$ cat config.mk
export PLATFORM = sky130hd
export DESIGN_NAME = fifo_packet_reader
export DESIGN_NICKNAME = d
export VERILOG_FILES = /design/src/rtl/router_pkg.sv /design/src/rtl/fifo_packet_reader.sv
export SDC_FILE = /design/constraint.sdc
export NUM_CORES = 1
export LEC_CHECK = 0
export ABC_AREA = 1
export BUFFER_PORTS_ARGS = -buffer_cell sky130_fd_sc_hd__buf_2
export CORE_MARGIN = 8
export CORE_UTILIZATION = 30
export CTS_BUF_LIST = sky130_fd_sc_hd__clkbuf_8 sky130_fd_sc_hd__clkbuf_16
export CTS_CLUSTER_SIZE = 28
export DETAILED_ROUTE_END_ITERATION = 10
export PLACE_DENSITY_LB_ADDON = 0.25
export SLEW_MARGIN = 20
export SYNTH_ARGS = -nofsm -noshare
export SYNTH_HDL_FRONTEND = slang
export SYNTH_SLANG_ARGS = --single-unit
$ cat constraint.sdc
create_clock -name clk -period 3.1 [get_ports clk]
set_clock_uncertainty 0.15 [all_clocks]
set_input_delay 0.62 -clock clk [delete_from_list [all_inputs] [get_ports clk]]
set_output_delay 0.62 -clock clk [all_outputs]
set_load 0.05 [all_outputs]
$ cat src/rtl/router_pkg.sv
// Shared router definitions: reader FSM states and default entry geometry,
// common to the FIFO and the packet reader.
package router_pkg;

  localparam int unsigned DEF_WIDTH     = 11;
  localparam int unsigned DEF_UWIDTH    = 8;
  localparam int unsigned DEF_PTR_IN_SZ = 4;

  typedef enum logic [1:0] {
    IDLE = 2'd0,
    SEND = 2'd1,
    POP  = 2'd2
  } rd_state_t;

endpackage

$ cat src/rtl/fifo_packet_reader.sv
// Reads one FIFO entry (WIDTH units of UWIDTH bits) and streams it as a
// packet on a valid/ready byte port with sop/eop markers, then retires the
// entry with a single rinc pulse.
// Optional feature macro: FIFO_PKT_LEN_EN -- unit 0 bits [PTR_IN_SZ-1:0]
// carry the packet length (header included); 0 or >WIDTH means WIDTH.
module fifo_packet_reader #(
  parameter int unsigned WIDTH     = router_pkg::DEF_WIDTH,
  parameter int unsigned UWIDTH    = router_pkg::DEF_UWIDTH,
  parameter int unsigned PTR_IN_SZ = router_pkg::DEF_PTR_IN_SZ
) (
  input  logic                 clk,
  input  logic                 rst,
  input  logic                 rempty,
  input  logic [UWIDTH-1:0]    rdata,
  output logic                 rinc,
  output logic [PTR_IN_SZ-1:0] raddr_in,
  output logic [UWIDTH-1:0]    out_data,
  output logic                 out_valid,
  input  logic                 out_ready,
  output logic                 out_sop,
  output logic                 out_eop
);
  import router_pkg::*;

  localparam logic [PTR_IN_SZ-1:0] LAST_FULL = PTR_IN_SZ'(WIDTH - 1);

  rd_state_t             state, state_next;
  logic [PTR_IN_SZ-1:0]  idx, idx_next, idx_inc;
  logic [UWIDTH-1:0]     data_next;
  logic                  valid_next, sop_next, eop_next;
  logic                  fire;
  logic [PTR_IN_SZ-1:0]  last;      // index of the final byte of the current packet
  logic [PTR_IN_SZ-1:0]  acc_last;  // final-byte index for the entry being accepted

`ifdef FIFO_PKT_LEN_EN
  localparam int unsigned LEN_W = PTR_IN_SZ + 1;

  logic [LEN_W-1:0] len, len_next, hdr_len;

  // Decode the header length, folding illegal values onto a full entry
  always_comb begin
    hdr_len = LEN_W'(rdata[PTR_IN_SZ-1:0]);
    if (hdr_len == '0 || hdr_len > LEN_W'(WIDTH)) begin
      hdr_len = LEN_W'(WIDTH);
    end
  end

  assign last     = PTR_IN_SZ'(len - LEN_W'(1));
  assign acc_last = PTR_IN_SZ'(hdr_len - LEN_W'(1));

  // Packet length register, loaded when an entry is accepted
  always_ff @(posedge clk or negedge rst) begin
    if (!rst) begin
      len <= LEN_W'(WIDTH);
    end else begin
      len <= len_next;
    end
  end
`else
  assign last     = LAST_FULL;
  assign acc_last = LAST_FULL;
`endif

  assign fire    = out_valid & out_ready;
  assign idx_inc = idx + PTR_IN_SZ'(1);

  // Next-state, datapath next values and the combinational FIFO-side outputs
  always_comb begin
    state_next = state;
    idx_next   = idx;
    data_next  = out_data;
    valid_next = out_valid;
    sop_next   = out_sop;
    eop_next   = out_eop;
`ifdef FIFO_PKT_LEN_EN
    len_next   = len;
`endif
    raddr_in   = '0;
    rinc       = 1'b0;
    case (state)
      IDLE: begin
        if (!rempty) begin
          data_next  = rdata;
          idx_next   = '0;
          valid_next = 1'b1;
          sop_next   = 1'b1;
          eop_next   = (acc_last == '0);
`ifdef FIFO_PKT_LEN_EN
          len_next   = hdr_len;
`endif
          state_next = SEND;
        end
      end
      SEND: begin
        // Look ahead one unit on fire so the next byte is ready at the edge
        raddr_in = idx;
        if (fire) begin
          if (idx != last) begin
            raddr_in  = idx_inc;
            idx_next  = idx_inc;
            data_next = rdata;
            sop_next  = 1'b0;
            eop_next  = (idx_inc == last);
          end else begin
            valid_next = 1'b0;
            eop_next   = 1'b0;
            state_next = POP;
          end
        end
      end
      POP: begin
        raddr_in   = idx;
        rinc       = 1'b1;
        state_next = IDLE;
      end
      default: state_next = IDLE;
    endcase
  end

  // State, index and output registers
  always_ff @(posedge clk or negedge rst) begin
    if (!rst) begin
      state     <= IDLE;
      idx       <= '0;
      out_data  <= '0;
      out_valid <= 1'b0;
      out_sop   <= 1'b0;
      out_eop   <= 1'b0;
    end else begin
      state     <= state_next;
      idx       <= idx_next;
      out_data  <= data_next;
      out_valid <= valid_next;
      out_sop   <= sop_next;
      out_eop   <= eop_next;
    end
  end

endmodule

[After elaboration in Yosys (flattened, before gate mapping)]
Index checks and enable logic that the tools add are counted.
Storage, ports and cells
  bits in registers: 17
Operators by class
  add/sub/neg operators: 1
  equality and inequality tests: 8
  muxes and demuxes: 25
  bitwise logic cells: 1
  reduce and logical (&&, ||, !) cells: 7
Operators with widths (count)
  $mux W8: 3
  $pmux W4 S2: 2
  $pmux W8 S2: 1
  $mux W4: 3
  $mux W1: 9
  $ne A2 B2 Y1 const B: 4
  $reduce_and A4 Y1: 2
  $mux W2: 3
  $pmux W1 S2: 3
  $reduce_and A3 Y1: 2
  $add A4 B1 Y4 const B: 1
  $eq A4 B4 Y1 const B: 1
  $ne A4 B4 Y1 const B: 1
  $pmux W2 S2: 1
  $eq A2 B1 Y1 const B: 1
  $eq A2 B2 Y1 const B: 1
  $logic_not A2 Y1: 1
  $reduce_and A2 Y1: 1
  $reduce_bool A2 Y1: 1
  $and A1 B1 Y1: 1

[Longest topological paths before layout]
  depth in word-level cells: 5
  mapped depth: 9
  mapped depth without buffers: 9

[Least setup slack after synthesis]
OpenSTA, ideal clock, no wires.
  path type: flip-flop to output port
  from: register out_valid
  to: output port raddr_in[0]
  arrival: 1.906 ns
  path slack: 0.424 ns
  stages on the path, launching flop included: 7
  path buffers: 0
  cells stage by stage: dfrtp_1 -> nand2_1 -> inv_1 -> nand2_1 -> nand2_1 -> nand3_1 -> a21oi_1
Between the ends
  longest elaborated chain between the ends: 3
RTL lines
  start: declaration: RTL line fifo_packet_reader.sv:18  | output logic out_valid,
  start signal: assignment: RTL line fifo_packet_reader.sv:133  | out_valid <= valid_next;
  $and A1 B1 Y1: RTL line fifo_packet_reader.sv:64  | assign fire = out_valid & out_ready;
  $mux W4
  $pmux W4 S2: RTL line fifo_packet_reader.sv:80  | case (state)
  end: declaration: RTL line fifo_packet_reader.sv:16  | output logic [PTR_IN_SZ-1:0] raddr_in,
Every way passes these cells.

[Worst setup path in the final report]
  from: register state[1]
  to: output port raddr_in[3]
Between the ends
  longest elaborated chain between the ends: 2
  elaborated cells on any way between the ends: 3
  classes of those cells: eq/ne: 2; mux: 1
RTL lines
  start: declaration: RTL line fifo_packet_reader.sv:27  | rd_state_t state, state_next;
  start signal: assignment: RTL line fifo_packet_reader.sv:130  | state <= state_next;
  $eq A2 B2 Y1 or $eq A2 B1 Y1 (tied branches): RTL line fifo_packet_reader.sv:80
  $pmux W4 S2 *: RTL line fifo_packet_reader.sv:80
Mark *: on every way between the ends. The rest lies on a longest branch, timed or not.

==> qor.csv <==
metric,value,unit
gr usage total,0.09091,
library cells used by synthesis,20,
die span in x,74.62,um
Total Wirelength,2238,um
power density normalized to cell area,1053,nW/um2
main area contributors after synthesis,"dfrtp_1 (41%), nand2_1 (15%), ha_1 (8.5%), inv_1 (8.0%), o21ai_2 (6.8%)",
Setup WS pre-CTS,0.7190,ns
warning count from the yosys run,0,
number of core rows,21,
netlist area before placement,1031,um2
clk buf depth,2,
first-pass GRT wire length,4029,um
critical path data arrival time,1.83,ns
clock latency at the later pin of the worst-skew pair,0.25,ns
number of buffers and inverters on the critical path,3,
Post CTS Setup Buffer Count,0,
vias in the first global route,883,
"reg-to-reg slack, setup",1.35,ns
"Worst Path Class, Setup",flip-flop to output port,
required time of the critical path,2.33,ns
"Non-Filler Cell Area, Final",1245,um2
CP Capture Type,output port,
number of iterations in the first detailed-routing pass,4,
max_slew headroom,0.7334,
Reg2Reg Depth,8,
share of the clock period used by the worst path after layout,0.8381,
"commonest non-fill, non-tap cell in the layout",nand2_1,
detail-routed via count per cell,4.273,
GP Congestion,0.8179,
maximum level of the CTS H-tree,1,
die boundary height,74.62,um
number of antenna repair diodes,0,
run status,finished clean,
unrepaired setup endpoints after global routing,false,
via count,876,
Iteration-0 DRC Markers,37,
Fmax,384.9,MHz
Post-Synthesis Net Count,149,
post-layout util,0.3760,
DRC errors left,0,
standard cell area after detailed placement,1199,um2
layout overhead on the synthesized area,20.75,%
Layout fillers,366,
placeable core region,3311,um2
min cycle time layout,2.598,ns
CTS Hold Buffers Added,0,
Num Clock Sinks,17,
clock tree from TritonCTS,yes,
number of max-cap violations,0,
fraction of synthesized cell area taken by the top area cell type,0.4126,
port buffer count,27,
worst path setup slack after routing,0.5018,ns
clock slew at the register clock pins of the worst setup and hold paths,0.07,ns
GR Overflow Total,0,
number of max-slew violations in the final report,0,
cells traversed along the worst timing path,inv_1 > ha_1 > inv_1 > a21oi_1 > nand2_1 > a21oi_1 > buf_2,
startpoint of the worst register-to-register path,idx[0],
Crit path largest cell delay,0.39,ns
DP HPWL,1796,um
Post-DRT Antenna Nets,0,
biggest fanout along the worst timing path,8,
reg2reg end,out_data[6],
placed cell count,201,
count of cells resized by post-cts repair,0,
final cell count without fillers,205,
P_leak,0.6830,nW
slew at the pin closest to its max-slew limit,0.3999,ns
root buf cell,clkbuf_8,
Hold Crit Class,primary input to async pin,
"Hold Vio Cnt, Final",0,
biggest area consumer among synthesized cells,dfrtp_1,
Slowest cell on crit path,dfrtp_1,
syn avg cell area,7.931,um2
largest net degree at the start of global routing,19,
Post-Route Setup TNS,0,ns
Inserted Clock Buffers,3,
"commonest cells after routing, fill and taps aside","nand2_1 (40), buf_2 (27), inv_1 (22), dfrtp_1 (17), o21ai_2 (8)",
count of endpoints failing setup in the final report,0,
average routed wire per standard cell,10.92,um
layout cell share with drive strength beyond 1,0.2956,
startpoint types,flip-flop,
sequential share of the synthesized area,0.4126,
initial antenna violation count,0,
Worst IR Drop VDD,299.6,uV
net count reported at finish,179,
Seq cells post-synth,17,
starting density of the core,0.3114,
Post-Synthesis Cells,130,
top cell family by delay on the critical path,buffers and inverters,
total I/O pin count,28,
DIE AREA,5568,um2
==> cells in the mapped netlist <==
cell	instances
o21ai_0	4
or2_4	1
buf_2	1
a21oi_1	6
inv_2	1
nand3_1	7
inv_1	22
o21ai_2	8
o211ai_1	1
nand2_2	4
o22ai_1	1
dfrtp_1	17
ha_1	7
buf_12	1
nor2_2	1
nor2_1	5
nand4_1	1
o21ai_1	1
nand2_1	40
nand3_4	1
==> sequential cells by signal, summed over array words and instances (netlist names) <==
name / cells
out_data: 8
idx: 4
state: 2
out_eop: 1
out_sop: 1
out_valid: 1
==> kinds of logic after synthesis <==
family                     count (synthesis)  synth area share
DFF                                       17            0.4126
AOI/OAI and AO/OA                         21            0.1347
buffers and inverters                     25            0.1080
adders and majority gates                  7           0.08495
and+or+nand+nor                           60            0.2597
==> routing by layer <==
metal,wire length (um),GRT usage,up-vias
li1,-,-,463
met1,984,0.1122,397
met2,1139,0.1481,14
met3,103,0.02397,2
met4,10,0.03261,0
met5,0,0,-
==> per-stage QoR <==
stage | total power, mW | hold slack [ns]
after detailed placement | 1.158 | 0.3196
final | 1.311 | 0.1373
after global routing | 1.430 | 0.1655
after CTS | 1.332 | 0.1566
after floorplan | 1.022 | 0.1744
after global placement | 1.145 | 0.3132
==> power by group <==
part	leakage (nW)	switching (mW)	internal, mW
Clock	0.0255	0.0773	0.0890
Sequential	0.213	0.0674	0.310
Combinational	0.445	0.567	0.200
==> worst max-delay path by stage <==
stage	endpoint	slack, ns	cells past startpoint	from
global route	raddr_in[3]	0.32	7	state[1]
finish	raddr_in[3]	0.50	7	state[1]
floorplan	raddr_in[0]	0.42	6	out_valid
global placement	raddr_in[0]	0.75	8	out_ready
detailed placement	raddr_in[0]	0.72	8	out_ready
CTS	raddr_in[3]	0.51	7	state[1]
==> final cells by class <==
class                   count  area, um2  area share
flip-flops and latches     17      425.4      0.3417
repair buffers             27      135.1      0.1085
multi-input cells          88      494.2      0.3970
clock inverters             1      5.005    0.004020
inverters                  23      86.33     0.06935
well taps                  46      57.56     0.04623
clock buffers               3      41.29     0.03317
No activity file was read; power rests on OpenSTA's default activity.
